<file path="src/rtl/password_pkg.sv">
//------------------------------------------------------------------------------
// Module  : password_pkg
// Brief   : Shared state encodings, digit width and BCD check for the lock core
// Revision: 1.0
//------------------------------------------------------------------------------
`default_nettype none

package password_pkg;

    localparam int unsigned c_DIGIT_W = 4;

    localparam logic [2:0] c_ST_ENTRY   = 3'd0;
    localparam logic [2:0] c_ST_CHECK   = 3'd1;
    localparam logic [2:0] c_ST_OPEN    = 3'd2;
    localparam logic [2:0] c_ST_LOCKOUT = 3'd3;
    localparam logic [2:0] c_ST_SET     = 3'd4;

    function automatic logic is_bcd(input logic [c_DIGIT_W-1:0] d);
        return (d <= 4'd9);
    endfunction

endpackage

`default_nettype wire

</file>
<file path="src/rtl/dwn_timer.sv">
//------------------------------------------------------------------------------
// Module  : dwn_timer
// Brief   : Loadable down-counter; done_o flags the final counted cycle
// Revision: 1.0
//------------------------------------------------------------------------------
`default_nettype none

module dwn_timer #(
    parameter int unsigned WIDTH = 8
) (
    input  logic             clk,
    input  logic             rst_a_n,
    input  logic             load_i,
    input  logic [WIDTH-1:0] load_val_i,
    input  logic             en_i,
    output logic             done_o
);

    logic [WIDTH-1:0] cnt_q;
    logic [WIDTH-1:0] cnt_d;

    always_comb begin
        cnt_d = cnt_q;
        if (load_i) begin
            cnt_d = load_val_i;
        end else if (en_i && (cnt_q != '0)) begin
            cnt_d = cnt_q - 1'b1;
        end
    end

    always_ff @(posedge clk or negedge rst_a_n) begin
        if (!rst_a_n) begin
            cnt_q <= '0;
        end else begin
            cnt_q <= cnt_d;
        end
    end

    assign done_o = en_i && (cnt_q == '0);

endmodule

`default_nettype wire

</file>
<file path="src/rtl/password_lock_core.sv">
//------------------------------------------------------------------------------
// Module  : password_lock_core
// Brief   : Keypad lock: code entry, compare, retry limit, lockout and relock
// Revision: 1.0
//------------------------------------------------------------------------------
`default_nettype none

module password_lock_core
    import password_pkg::*;
#(
    parameter int unsigned     DIGITS         = 4,
    parameter int unsigned     MAX_TRIES      = 3,
    parameter int unsigned     LOCKOUT_CYCLES = 500_000_000,
    parameter int unsigned     OPEN_CYCLES    = 250_000_000,
    parameter logic [4*DIGITS-1:0] INIT_CODE  = 16'h1234
) (
    input  logic                 clk,
    input  logic                 rst_a_n,
    input  logic [c_DIGIT_W-1:0] digit_i,
    input  logic                 digit_valid_i,
    input  logic                 clear_i,
    input  logic                 lock_i,
    input  logic                 change_i,
    output logic                 unlocked_o,
    output logic                 fail_o,
    output logic                 lockout_o,
    output logic                 setmode_o,
    output logic [3:0]           tries_left_o,
    output logic [3:0]           digit_count_o,
    output logic [2:0]           state_o
);

    localparam int unsigned c_CODE_W  = c_DIGIT_W * DIGITS;
    localparam int unsigned c_TMR_MAX = (LOCKOUT_CYCLES > OPEN_CYCLES) ? LOCKOUT_CYCLES : OPEN_CYCLES;
    localparam int unsigned c_TMR_W   = (c_TMR_MAX > 1) ? $clog2(c_TMR_MAX) : 1;
    localparam logic [c_TMR_W-1:0] c_LOCK_LOAD = c_TMR_W'(LOCKOUT_CYCLES - 1);
    localparam logic [c_TMR_W-1:0] c_OPEN_LOAD = c_TMR_W'(OPEN_CYCLES - 1);
    localparam logic [3:0] c_TRIES_INIT = 4'(MAX_TRIES);
    localparam logic [3:0] c_LAST_IDX   = 4'(DIGITS - 1);

    logic [2:0]          state_q,  state_d;
    logic [c_CODE_W-1:0] code_q,   code_d;
    logic [c_CODE_W-1:0] buf_q,    buf_d;
    logic [3:0]          cnt_q,    cnt_d;
    logic [3:0]          tries_q,  tries_d;
    logic                fail_q,   fail_d;

    logic [c_CODE_W-1:0] w_shifted;
    logic                w_digit_ok;
    logic                w_last;
    logic                w_tmr_load;
    logic [c_TMR_W-1:0]  w_tmr_val;
    logic                w_tmr_en;
    logic                w_tmr_done;

    generate
        if (DIGITS == 1) begin : g_shift_one
            assign w_shifted = digit_i;
        end else begin : g_shift_multi
            assign w_shifted = {buf_q[c_CODE_W-c_DIGIT_W-1:0], digit_i};
        end
    endgenerate

    assign w_digit_ok = digit_valid_i && is_bcd(digit_i);
    assign w_last     = (cnt_q == c_LAST_IDX);

    // Any state change restarts the shared timer, so OPEN and LOCKOUT always count from entry.
    assign w_tmr_load = (state_d != state_q);
    assign w_tmr_val  = (state_d == c_ST_LOCKOUT) ? c_LOCK_LOAD : c_OPEN_LOAD;
    assign w_tmr_en   = (state_q == c_ST_OPEN) || (state_q == c_ST_LOCKOUT);

    dwn_timer #(
        .WIDTH      (c_TMR_W)
    ) u_timer (
        .clk        (clk),
        .rst_a_n    (rst_a_n),
        .load_i     (w_tmr_load),
        .load_val_i (w_tmr_val),
        .en_i       (w_tmr_en),
        .done_o     (w_tmr_done)
    );

    always_ff @(posedge clk or negedge rst_a_n) begin
        if (!rst_a_n) begin
            state_q <= c_ST_ENTRY;
            code_q  <= INIT_CODE;
            buf_q   <= '0;
            cnt_q   <= '0;
            tries_q <= c_TRIES_INIT;
            fail_q  <= 1'b0;
        end else begin
            state_q <= state_d;
            code_q  <= code_d;
            buf_q   <= buf_d;
            cnt_q   <= cnt_d;
            tries_q <= tries_d;
            fail_q  <= fail_d;
        end
    end

    always_comb begin
        state_d = state_q;
        code_d  = code_q;
        buf_d   = buf_q;
        cnt_d   = cnt_q;
        tries_d = tries_q;
        fail_d  = 1'b0;
        case (state_q)
            c_ST_ENTRY: begin
                if (clear_i) begin
                    buf_d = '0;
                    cnt_d = '0;
                end else if (w_digit_ok) begin
                    buf_d = w_shifted;
                    cnt_d = cnt_q + 4'd1;
                    if (w_last) begin
                        state_d = c_ST_CHECK;
                    end
                end
            end
            c_ST_CHECK: begin
                buf_d = '0;
                cnt_d = '0;
                if (buf_q == code_q) begin
                    state_d = c_ST_OPEN;
                    tries_d = c_TRIES_INIT;
                end else begin
                    fail_d  = 1'b1;
                    tries_d = (tries_q != 4'd0) ? tries_q - 4'd1 : 4'd0;
                    state_d = (tries_q <= 4'd1) ? c_ST_LOCKOUT : c_ST_ENTRY;
                end
            end
            c_ST_OPEN: begin
                if (lock_i || w_tmr_done) begin
                    state_d = c_ST_ENTRY;
                end else if (change_i) begin
                    state_d = c_ST_SET;
                    buf_d   = '0;
                    cnt_d   = '0;
                end
            end
            c_ST_SET: begin
                if (clear_i) begin
                    state_d = c_ST_OPEN;
                    buf_d   = '0;
                    cnt_d   = '0;
                end else if (w_digit_ok) begin
                    if (w_last) begin
                        code_d  = w_shifted;
                        state_d = c_ST_ENTRY;
                        buf_d   = '0;
                        cnt_d   = '0;
                    end else begin
                        buf_d = w_shifted;
                        cnt_d = cnt_q + 4'd1;
                    end
                end
            end
            c_ST_LOCKOUT: begin
                if (w_tmr_done) begin
                    state_d = c_ST_ENTRY;
                    tries_d = c_TRIES_INIT;
                end
            end
            default: begin
                state_d = c_ST_ENTRY;
                buf_d   = '0;
                cnt_d   = '0;
            end
        endcase
    end

    always_comb begin
        unlocked_o    = (state_q == c_ST_OPEN);
        lockout_o     = (state_q == c_ST_LOCKOUT);
        setmode_o     = (state_q == c_ST_SET);
        fail_o        = fail_q;
        tries_left_o  = tries_q;
        digit_count_o = cnt_q;
        state_o       = state_q;
    end

endmodule

`default_nettype wire
</file>
<file path="config.mk">
export PLATFORM = sky130hd
export DESIGN_NAME = password_lock_core
export DESIGN_NICKNAME = d
export VERILOG_FILES = /design/src/rtl/password_pkg.sv /design/src/rtl/dwn_timer.sv /design/src/rtl/password_lock_core.sv
export SDC_FILE = /design/constraint.sdc
export NUM_CORES = 1
export LEC_CHECK = 0
export BUFFER_PORTS_ARGS = -buffer_cell sky130_fd_sc_hd__buf_4
export CAP_MARGIN = 10
export CORE_MARGIN = 2
export CORE_UTILIZATION = 55
export DETAILED_ROUTE_END_ITERATION = 10
export PLACE_DENSITY_LB_ADDON = 0.15
export SYNTH_ARGS = -nofsm -noshare
export SYNTH_HDL_FRONTEND = slang
export SYNTH_SLANG_ARGS = --single-unit
export TNS_END_PERCENT = 100
</file>
<file path="constraint.sdc">
create_clock -name clk -period 3.2 [get_ports clk]
set_clock_uncertainty 0.2 [all_clocks]
set_input_delay 0.16 -clock clk [delete_from_list [all_inputs] [get_ports clk]]
set_output_delay 0.16 -clock clk [all_outputs]
set_load 0.03 [all_outputs]
</file>
Word-level counts from Yosys, hierarchy flattened --
Cells that the tools add are included.
Operators by class: eq/ne operators 13, reduce and logical (&&, ||, !) cells 14, bitwise logic cells 2, mux-type cells 37, $add $sub $neg 3, magnitude comparators 2
Operators with widths (count):
- 2-to-1 mux 16 bit | 7
- 2-to-1 mux 29 bit | 3
- one-hot mux 16 bit (4 select lines) | 1
- 2-to-1 mux 4 bit | 10
- zero test 29 bit | 1
- nonzero test 29 bit | 1
- subtractor 29 x 1 -> 29 bit, second input constant | 1
- 2-to-1 mux 3 bit | 9
- == test 16 bit | 1
- one-hot mux 4 bit (4 select lines) | 1
- one-hot mux 3 bit (5 select lines) | 1
- == test 3 x 2 -> 1 bit, second input constant | 3
- one-hot mux 4 bit (2 select lines) | 1
- AND reduction 5 bit | 1
- adder 4 x 1 -> 4 bit, second input constant | 1
- == test 4 x 2 -> 1 bit, second input constant | 1
- less-or-equal comparator 4 x 1 -> 1 bit, second input constant | 1
- less-or-equal comparator 4 bit, second input constant | 1
- 2-to-1 mux 2 bit | 2
- inequality test 2 bit, second input constant | 2
- AND reduction 4 bit | 1
- nonzero test 2 bit | 2
- nonzero test 4 bit | 1
- subtractor 4 x 1 -> 4 bit, second input constant | 1
- other kinds (12) | 17
Word-level totals: register bits 73, input port bits 10

Depth between registers and ports, before layout --
Gate-level depths: netlist (run 1).
word-level depth 9, mapped depth 11, gate-level depth less buffers 9

Modules after synthesis --
A second synthesis (run 1) with hierarchy kept.
Second synthesis, totals: cells, all modules 415, area total of the unflattened synthesis 4100.2 µm²
Modules (own cells, without submodules):
- password_lock_core | instances 1, seq. area each 1109.8 µm², cells an instance 211, area an instance 2250.9 µm²
- dwn_timer | instances 1, seq. area each 725.7 µm², cells an instance 204, area an instance 1849.3 µm²

Least setup slack after synthesis (run 1) --
No wires, ideal clock.
path kind flip-flop to flip-flop, from register u_timer.cnt_q[0], to register u_timer.cnt_q[16], slack 0.551 ns, data required time 2.879 ns, stages on the path, launching flop included 11, buffers on the path 1, arrival 2.328 ns, path through dfrtp_1 inv_1 ha_1 nor4b_1 nand4_1 o21ai_2 nor2_2 buf_2 o211ai_1 a31oi_1 o22a_1
On the way: word-level cells in the longest chain between the ends 8
RTL lines:
- from (decl) | line dwn_timer.sv:19 | logic [WIDTH-1:0] cnt_q;
- from (signal assigned) | line dwn_timer.sv:35 | cnt_q <= cnt_d;
- zero test 29 bit | line dwn_timer.sv:39 | assign done_o = en_i && (cnt_q == '0);
- logical AND 1 bit | line dwn_timer.sv:39
- logical OR 1 bit | line password_lock_core.sv:134 | if (lock_i || w_tmr_done) begin
- 2-to-1 mux 3 bit | line password_lock_core.sv:134
- one-hot mux 3 bit (5 select lines) | line password_lock_core.sv:108 | case (state_q)
- == test 3 x 2 -> 1 bit | line password_lock_core.sv:69 | assign w_tmr_val = (state_d == c_ST_LOCKOUT) ? c_LOCK_LOAD : c_OPEN_LOAD;
- 2-to-1 mux 29 bit | line password_lock_core.sv:69
- 2-to-1 mux 29 bit | line dwn_timer.sv:24 | if (load_i) begin
Parallel ways exist; a longest one is shown, timed or not. The select of a mux whose other input is x is not followed. A chain may end at the register's enable or synchronous reset.

Final worst setup path (run 1) --
from register u_timer.cnt_q[0], to register tries_q[2] (netlist: tries_left_o[2])
On the way: word-level cells in the longest chain between the ends 4
RTL lines:
- zero test 29 bit | line dwn_timer.sv:39
- logical AND 1 bit | line dwn_timer.sv:39
- inequality test 2 x 1 -> 1 bit (no line)
- AND reduction 2 bit (no line)
- to (signal assigned) | line password_lock_core.sv:89 | tries_q <= c_TRIES_INIT;
- to (signal assigned) | line password_lock_core.sv:96 | tries_q <= tries_d;
- to (decl) | line password_lock_core.sv:45 | logic [3:0] tries_q, tries_d;
No other way between the ends.

==> results of run 1 <==
-- cells by family after synthesis --
group / Yosys count / share of synthesized area [%]
DFF: 73 / 47.7
and+or+nand+nor: 172 / 24.2
buffers and inverters: 21 / 2.37
adders and majority gates: 3 / 0.976
AOI/OAI and AO/OA: 74 / 12.8
xor gates and xnor gates: 31 / 7.06
muxes: 17 / 4.94
-- sequential cells by signal, indices dropped and copies added, names as in the netlist --
signal and flops:
u_timer.cnt_q 29, buf_q 16, code_q 16, digit_count_o 4, tries_left_o 4, state_o 3, fail_o 1
-- layout by cell type (no fill, tap or decap), types with 9 or more instances in the layout --
cell / n
nand4_1: 11
xor2_1: 11
o21ai_0: 29
buf_4: 34
xnor2_1: 20
a21oi_1: 16
mux2_2: 16
clkbuf_8: 9
nor3_1: 12
dfrtp_1: 66
nand2_1: 70
nor2_1: 25
-- stage by stage --
stage / total power [mW] / util (%) / setup slack (ns) / hold slack [ns] / instances
final: 2.69 / 65.0 / 0.327 / 0.0468 / 527
after global routing: 2.83 / 65.0 / 0.0693 / 0.0729 / 527
after CTS: 2.70 / 65.0 / 0.342 / 0.0380 / 527
after detailed placement: 1.94 / 61.2 / 0.375 / 0.147 / 505
after global placement: 1.92 / 61.2 / 0.443 / 0.151 / 505
after floorplan: 1.68 / - / 0.551 / -0.336 / 391
-- power groups by stage --
stage / clock (mW) / sequential, mW / combinational (mW)
floorplan: 0 / 1.26 / 0.423
global placement: 0 / 1.23 / 0.686
detailed placement: 0 / 1.24 / 0.699
CTS: 0.762 / 1.23 / 0.708
global route: 0.795 / 1.25 / 0.784
finish: 0.750 / 1.23 / 0.707
-- worst max path at each step --
stage | start | to | slack, ns | cells past startpoint
3_3_place_gp | u_timer.cnt_q[0] | tries_left_o[2] | 0.44 | 8
5_1_grt | u_timer.cnt_q[0] | u_timer.cnt_q[24] | 0.07 | 10
3_5_place_dp | u_timer.cnt_q[0] | tries_left_o[2] | 0.38 | 8
6_report | u_timer.cnt_q[0] | tries_left_o[2] | 0.33 | 8
4_1_cts | u_timer.cnt_q[0] | tries_left_o[2] | 0.34 | 8
2_1_floorplan | u_timer.cnt_q[0] | u_timer.cnt_q[16] | 0.55 | 10
-- what timing repair did --
| item | in CTS | in global routing |
|---|---|---|
| endpoints found under the hold margin | 75 | 0 |
| gates resized for setup | 0 | 0 |
| hold buffers | 6 | 0 |
-- final cells by class --
class	instances	area, um^2
fillers	566	2380
well taps	96	120
clock inverters	7	76.3
repair buffers	40	315
clock buffers	9	124
inverters	5	18.8
flip-flops and latches	73	1840
multi-input cells	297	1930
-- synthesized netlist by cell type, drive strengths merged (2+ instances only) --
cell type	n
clkbuf	10
o21ai	30
a211oi	4
a211o	2
xor2	11
nand2b	4
nor3	12
a311oi	3
buf	6
nand3	8
o211ai	2
dfrtp	66
or3	11
nor3b	4
nand4	12
or4	3
nor4	14
ha	3
dfstp	7
nor2	26
o31ai	3
a21oi	16
mux2	16
and2	2
or2	2
nand2	70
o21a	3
inv	4
xnor2	20
-- tightest hold or removal path, cell delays in order --
cell and delay [ns]:
buf_4 0.11, nor3b_1 0.16, nand2_1 0.07, o21ai_0 0.06
-- routing by layer --
metal | global-route usage, % | wire, um | vias up
met5 | 0 | 0 | -
li1 | - | - | 1461
met3 | 4.90 | 422 | 11
met1 | 34.3 | 4120 | 1437
met4 | 8.53 | 148 | 0
met2 | 34.7 | 3810 | 76
==> results.yml, run 1 <==
run_status:
  status: "complete, no violations"
cts:
  cts_buffers: 9
  ctsLongestPathBuffers: 2
  cts_sinks: 73
  htreeDepth: 3
  clk_latency_ns: 0.36
  clk_root_buffer_cell: "clkbuf_8"
  post-cts-setup-buffers: 0
  path_clk_slew_ns: 0.08
  tritoncts: "done"
critical_path:
  crit_buf_inv: 1
  critPathArrivalTime_ns: 2.96
  slowest_stage: "or4b_1"
  cp_slowest_stage_delay_ns: 0.52
  reg2reg_to: "tries_left_o[2]"
  r2r_cells: 8
  crit_type: "flip-flop to flip-flop"
  crit_chain: "inv_1, ha_1, nor4b_1, nand4_1, o21a_1, or3_1, or4b_1, a21boi_1"
  rrSetupSlack_ns: 0.33
  critPathRequiredTime_ns: 3.29
  worstSetupStartpointType: "flip-flop"
  crit_fanout: 6
  cp-end-kind: "flip-flop"
  cp_top_family: "simple AND/OR/NAND/NOR gates"
  reg2reg_from: "u_timer.cnt_q[0]"
final_layout:
  finalNetCount: 439
  final_cell_area_um2: 4420
  antenna_cells: 0
  drive_gt1_share_pct: 22.3
  area_growth_pct: 14.8
worst_hold_path:
  worstHoldEndpoint: "state_o[2]"
  hp-class: "input pin to flip-flop"
  min_path_cells: 4
  holdCritStartpoint: "change_i"
placement:
  dp_hpwl_um: 5740
  place_congestion: 0.858
  place_area_um2: 4160
  io_buffer_count: 24
sta:
  rsz0062_at_grt: "no"
  tightest_slew_ns: 0.906
  slew_headroom_pct: 39.6
  final_hold_viol_count: 0
  setup-violations-final: 0
  fmax_mhz: 348
  period_needed_ns: 2.87
  drv_slew: 0
  fin_tns_setup_ns: 0
  period_share_pct: 89.8
pwr:
  clock_power_share_pct: 27.9
  p_sw_share_pct: 36.9
  seq_power_share_pct: 45.8
  powerDensity_nw_per_um2: 608
  p_int_mw: 1.70
  p_comb_share_pct: 26.3
  ir_drop_uv: 360
  p_leak_nw: 1.82
  switchingPower_mw: 0.991
synthesis:
  synthArstFlopShare_pct: 100
  yosys_warnings: 0
  yosys.area.top_type: "dfrtp_1"
  synth_ff_type: "dfrtp_1"
  synth_top_area_share_pct: 42.9
  syn_area_um2: 3850
  netlist_instances: 391
  synth_area_per_cell_um2: 9.84
  ys_ff_latch: 73
  synth_edf_count: 0
  seq_area_frac_synth_pct: 47.7
  yosys-top-cells-area: "dfrtp_1, nand2_1, dfstp_2"
  synth_nets: 404
  synth_cell_types: 59
die:
  num_io_pins: 25
  dieArea_um2: 7680
  core-area_um2: 6790
  dieHeight_um: 87.6
  rows: 30
  die-width_um: 87.6
  start_util_pct: 56.6
routing:
  route.vias.total: 2985
  drtPass1Iterations: 4
  routed_wl_um: 8500
  ant_nets: 0
  drc: 0
  drt_iter0_markers: 175
  vias_per_cell: 5.66
  wl_per_cell_um: 16.1
run:
  maxCapViolCount: 0
global_routing:
  grtUsageTotal_pct: 23.5
  grt_pass1_vias: 2806
  grt_overflow_total: 0
  grt_pass1_wl_um: 13800
  grt_max_degree: 74
  antenna_found_initial: 0
Power figures use the tool's default switching activity.
==> run 2: changes to the inputs <==
--- a/config.mk
+++ b/config.mk
@@ -7,8 +7,8 @@
 export LEC_CHECK = 0
 export BUFFER_PORTS_ARGS = -buffer_cell sky130_fd_sc_hd__buf_4
 export CAP_MARGIN = 10
-export CORE_MARGIN = 2
-export CORE_UTILIZATION = 55
+export CORE_MARGIN = 5
+export CORE_UTILIZATION = 40
 export DETAILED_ROUTE_END_ITERATION = 10
 export PLACE_DENSITY_LB_ADDON = 0.15
 export SYNTH_ARGS = -nofsm -noshare
==> run 2 against run 1 <==
Compared with the run above:
- clock power is 3.2% higher
- die area rose by 52%
- sequential share of layout area down 0.48 points
- final cell count up 6.3%
- maximum frequency is 0.80% higher
- wire length is 3.4% higher
- worst setup slack improved by 0.023 ns
- count of clock-buffer cells in the layout increased by 1
- critical path type unchanged
- largest power group unchanged
==> results.yml, run 2 (same netlist as run 1, synthesis figures left out) <==
critical_path:
  rrSetupSlack_ns: 0.35
  worstSetupStartpointType: "flip-flop"
  cp_slowest_stage_delay_ns: 0.51
  critPathArrivalTime_ns: 2.93
  crit_type: "flip-flop to flip-flop"
  cp-end-kind: "flip-flop"
  crit_fanout: 6
  slowest_stage: "or4b_1"
  crit_buf_inv: 1
  cp_top_family: "simple AND/OR/NAND/NOR gates"
  crit_chain: "inv_1, ha_1, nor4b_1, nand4_1, o21a_1, or3_1, or4b_1, a21boi_1"
  critPathRequiredTime_ns: 3.28
placement:
  place_ws_ns: 0.386
  io_buffer_count: 24
  place_congestion: 0.854
  dp_hpwl_um: 6110
sta:
  final_hold_viol_count: 0
  slew_headroom_pct: 37.8
  rsz0062_at_grt: "no"
  period_needed_ns: 2.85
  period_share_pct: 89.1
  drv_slew: 0
  fmax_mhz: 351
  setup-violations-final: 0
  fin_ws_ns: 0.349
  tightest_slew_ns: 0.933
  fin_tns_setup_ns: 0
  holdWs_ns: 0.0614
global_routing:
  grt_max_degree: 74
  grt_pass1_wl_um: 15000
  grt_overflow_total: 0
  antenna_found_initial: 0
  grtUsageTotal_pct: 16.3
  grt_pass1_vias: 2898
pwr:
  p_leak_nw: 1.83
  switchingPower_mw: 0.987
  clock_power_share_pct: 28.5
  p_int_mw: 1.73
  p_sw_share_pct: 36.4
  p_comb_share_pct: 26.5
  ir_drop_uv: 292
  seq_power_share_pct: 45.0
  powerDensity_nw_per_um2: 607
final_layout:
  finalNetCount: 439
  area_growth_pct: 16.1
  utilization_pct: 47.9
  final_common_cell: "nand2_1"
  seq_area_um2: 1840
  largest_registers: "u_timer.cnt_q (29), buf_q (16), code_q (16)"
  regMostFlops: "u_timer.cnt_q"
  nFillCells: 916
  antenna_cells: 0
  drive_gt1_share_pct: 22.3
  multi_input_area_um2: 1930
  mostFrequentLayoutCells: "nand2_1, dfrtp_1, buf_4"
  largest_reg_flops: 29
run:
  maxCapViolCount: 0
routing:
  wl_per_cell_um: 15.7
  route.vias.total: 2999
  drtPass1Iterations: 4
  routed_wl_um: 8790
  drt_iter0_markers: 195
  ant_nets: 0
  drc: 0
  vias_per_cell: 5.36
die:
  start_util_pct: 41.2
  dieArea_um2: 11700
  core-area_um2: 9330
  rows: 35
  num_io_pins: 25
  die-width_um: 108
  dieHeight_um: 108
cts:
  ctsLongestPathBuffers: 2
  cts_buffers: 9
  path_clk_slew_ns: 0.09
  post-cts-setup-buffers: 0
  clk_latency_ns: 0.35
  htreeDepth: 3
  clk_root_buffer_cell: "clkbuf_8"
  tritoncts: "done"
  cts_sinks: 73
run_status:
  status: "complete, no violations"
worst_hold_path:
  hp-class: "input pin to flip-flop"
run 2: cell count changes in the layout (fill, tap and decap cells not counted), sizes merged:
cell,before,now
clkinvlp,2,1
clkbuf,9,10
run 2: layer usage:
layer / GRT usage, % / up-vias / wire length [um]
li1: - / 1469 / -
met1: 24.4 / 1457 / 4360
met2: 23.4 / 63 / 3880
met3: 3.40 / 10 / 435
met4: 5.14 / 0 / 117
met5: 0 / - / 0
run 2: area by class of cell:
| class | instances | area share (%) |
|---|---|---|
| Multi-Input combinational cell | 297 | 43.1 |
| Timing Repair Buffer | 40 | 7.06 |
| Sequential cell | 73 | 41.1 |
| Clock buffer | 10 | 3.08 |
| Tap cell | 129 | 3.61 |
| Inverter | 5 | 0.420 |
| Clock inverter | 6 | 1.62 |
run 2: final timing paths:
check	startpoint	end	cells after the start
worst max register to register	u_timer.cnt_q[0]	tries_left_o[2]	8
worst min register to register	buf_q[15]	buf_q[15]	2
min in group asynchronous	rst_a_n	buf_q[10]	2
worst max-delay path	u_timer.cnt_q[0]	tries_left_o[2]	8
max in group asynchronous	rst_a_n	digit_count_o[2]	2
worst min-delay path	change_i	state_o[2]	4
run 2: per-stage QoR:
stage	instance area, um^2	total power, mW	cells
after floorplan	3850	1.68	391
after global placement	4200	1.94	538
after detailed placement	4200	1.96	538
after CTS	4470	2.75	560
after global routing	4470	2.89	560
final	4470	2.71	560
run 2: worst register-to-register path, stage by stage, from the launching register on:
cell      delay, ns
dfrtp_1        0.46
inv_1          0.13
ha_1           0.15
nor4b_1        0.32
nand4_1        0.24
o21a_1         0.27
or3_1          0.37
or4b_1         0.51
a21boi_1       0.13
run 2: power groups by stage:
stage | Clock [mW] | Sequential [mW] | Combinational (mW)
after global placement | 0 | 1.24 | 0.708
after CTS | 0.799 | 1.22 | 0.727
after floorplan | 0 | 1.26 | 0.423
final | 0.774 | 1.22 | 0.718
after detailed placement | 0 | 1.24 | 0.719
after global routing | 0.839 | 1.25 | 0.800
run 2: what timing repair did:
| item | 4_1_cts | 5_1_grt |
|---|---|---|
| hold buffers | 6 | 0 |
| setup endpoints to repair | 0 | 0 |
| gates resized for setup | 0 | 0 |
| endpoints found under the hold margin | 75 | 0 |
==> run 3: changes to the inputs <==
==> constraint.sdc (replaced) <==
create_clock -name clk -period 3.5 [get_ports clk]
set_clock_uncertainty 0.2 [all_clocks]
set_input_delay 0.175 -clock clk [delete_from_list [all_inputs] [get_ports clk]]
set_output_delay 0.175 -clock clk [all_outputs]
set_load 0.03 [all_outputs]
==> run 3 against run 2 <==
Compared with the run above:
- final cell count decreased by 0.54%
- non-clock buffer count decreased by 3
- sequential cell count unchanged
- largest power group unchanged
==> results.yml, run 3 (same netlist as run 1, synthesis figures left out) <==
sta:
  fmax_mhz: 335
  setup-violations-final: 0
  rsz0062_at_grt: "no"
  drv_slew: 0
  period_share_pct: 85.4
  final_hold_viol_count: 0
  holdWs_ns: 0.0808
  slew_headroom_pct: 39.7
  period_needed_ns: 2.99
  tightest_slew_ns: 0.904
  fin_tns_setup_ns: 0
critical_path:
  crit_type: "flip-flop to flip-flop"
  critPathArrivalTime_ns: 3.03
  reg2reg_from: "u_timer.cnt_q[0]"
  worstSetupStartpointType: "flip-flop"
  cp-end-kind: "flip-flop"
  crit_fanout: 8
  critPathRequiredTime_ns: 3.54
  startpoint: "u_timer.cnt_q[0]"
cts:
  post-cts-setup-buffers: 0
  path_clk_slew_ns: 0.08
  htreeDepth: 3
  tritoncts: "done"
  clk_latency_ns: 0.35
  cts_sinks: 73
  clk_root_buffer_cell: "clkbuf_8"
  ctsLongestPathBuffers: 2
  cts_buffers: 9
final_layout:
  largest_reg_flops: 29
  area_growth_pct: 14.9
  antenna_cells: 0
  drive_gt1_share_pct: 21.5
  finalNetCount: 436
  regMostFlops: "u_timer.cnt_q"
  nFillCells: 889
  final_cells: 557
  final_common_cell: "nand2_1"
  largest_registers: "u_timer.cnt_q (29), buf_q (16), code_q (16)"
  utilization_pct: 47.4
  final_cell_area_um2: 4420
  mostFrequentLayoutCells: "nand2_1, dfrtp_1, buf_4"
worst_hold_path:
  hp-class: "input pin to flip-flop"
  holdCritStartpoint: "digit_valid_i"
die:
  die-width_um: 108
  core-area_um2: 9330
  dieArea_um2: 11700
  start_util_pct: 41.2
  rows: 35
  dieHeight_um: 108
  num_io_pins: 25
placement:
  dp.cells: 535
  place_congestion: 0.820
  io_buffer_count: 24
  dp_hpwl_um: 6050
  place_area_um2: 4180
routing:
  routed_wl_um: 8710
  route.vias.total: 3002
  drt_iter0_markers: 190
  wl_per_cell_um: 15.6
  drtPass1Iterations: 4
  vias_per_cell: 5.39
  ant_nets: 0
  drc: 0
global_routing:
  antenna_found_initial: 0
  grtUsageTotal_pct: 16.1
  grt_pass1_vias: 2981
  grt_pass1_wl_um: 14800
  grt_overflow_total: 0
  grt_max_degree: 74
pwr:
  p_leak_nw: 1.80
  powerDensity_nw_per_um2: 539
  ir_drop_uv: 222
run_status:
  status: "complete, no violations"
run:
  maxCapViolCount: 0
run 3: routing by layer:
| metal | track usage, % | up-vias | share of wire (%) |
|---|---|---|---|
| met5 | 0 | - | 0 |
| met4 | 5.95 | 0 | 1.4 |
| met3 | 3.70 | 11 | 3.9 |
| met2 | 23.8 | 55 | 45 |
| met1 | 23.1 | 1482 | 50 |
| li1 | - | 1454 | - |
run 3: per-stage QoR:
step           worst slack, ns  total power [mW]
2_1_floorplan            0.851              1.54
3_3_place_gp             0.629              1.77
3_5_place_dp             0.532              1.78
4_1_cts                  0.526              2.41
5_1_grt                  0.322              2.53
6_report                 0.512              2.38
run 3: worst paths after layout:
| check | to | slack (ns) | cells after the start |
|---|---|---|---|
| worst max-delay path | u_timer.cnt_q[12] | 0.51 | 10 |
| worst min-delay path | state_o[2] | 0.08 | 4 |
| worst max register to register | u_timer.cnt_q[12] | 0.51 | 10 |
| worst min register to register | tries_left_o[0] | 0.30 | 2 |
| max in group asynchronous | u_timer.cnt_q[18] | 2.22 | 2 |
| min in group asynchronous | code_q[14] | 0.29 | 2 |
run 3: layout make-up:
cell class	count	area, um^2	area share [%]
Clock buffer	12	155	3.51
Timing Repair Buffer	37	293	6.63
Multi-Input combinational cell	297	1930	43.6
Sequential cell	73	1840	41.5
Clock inverter	4	28.8	0.651
Tap cell	129	161	3.65
Inverter	5	18.8	0.425
run 3: worst max-delay path, stage by stage, from the launching register on:
cell	delay (ns)
dfrtp_1	0.46
inv_1	0.13
ha_1	0.15
nor4b_1	0.34
nand4_1	0.15
or3_4	0.38
o2bb2ai_2	0.15
o221ai_2	0.34
buf_4	0.24
nand2_1	0.06
a211o_1	0.28
run 3: timing repair:
item | in CTS | in global routing
hold buffers | 6 | 0
resized for setup | 0 | 0
endpoints found under the hold margin | 75 | 0
run 3: where the power goes:
part	leakage (nW)	internal [mW]	switching, mW	total [mW]
Clock	0.0886	0.296	0.319	0.615
Sequential	0.889	0.963	0.158	1.12
Combinational	0.823	0.249	0.397	0.646
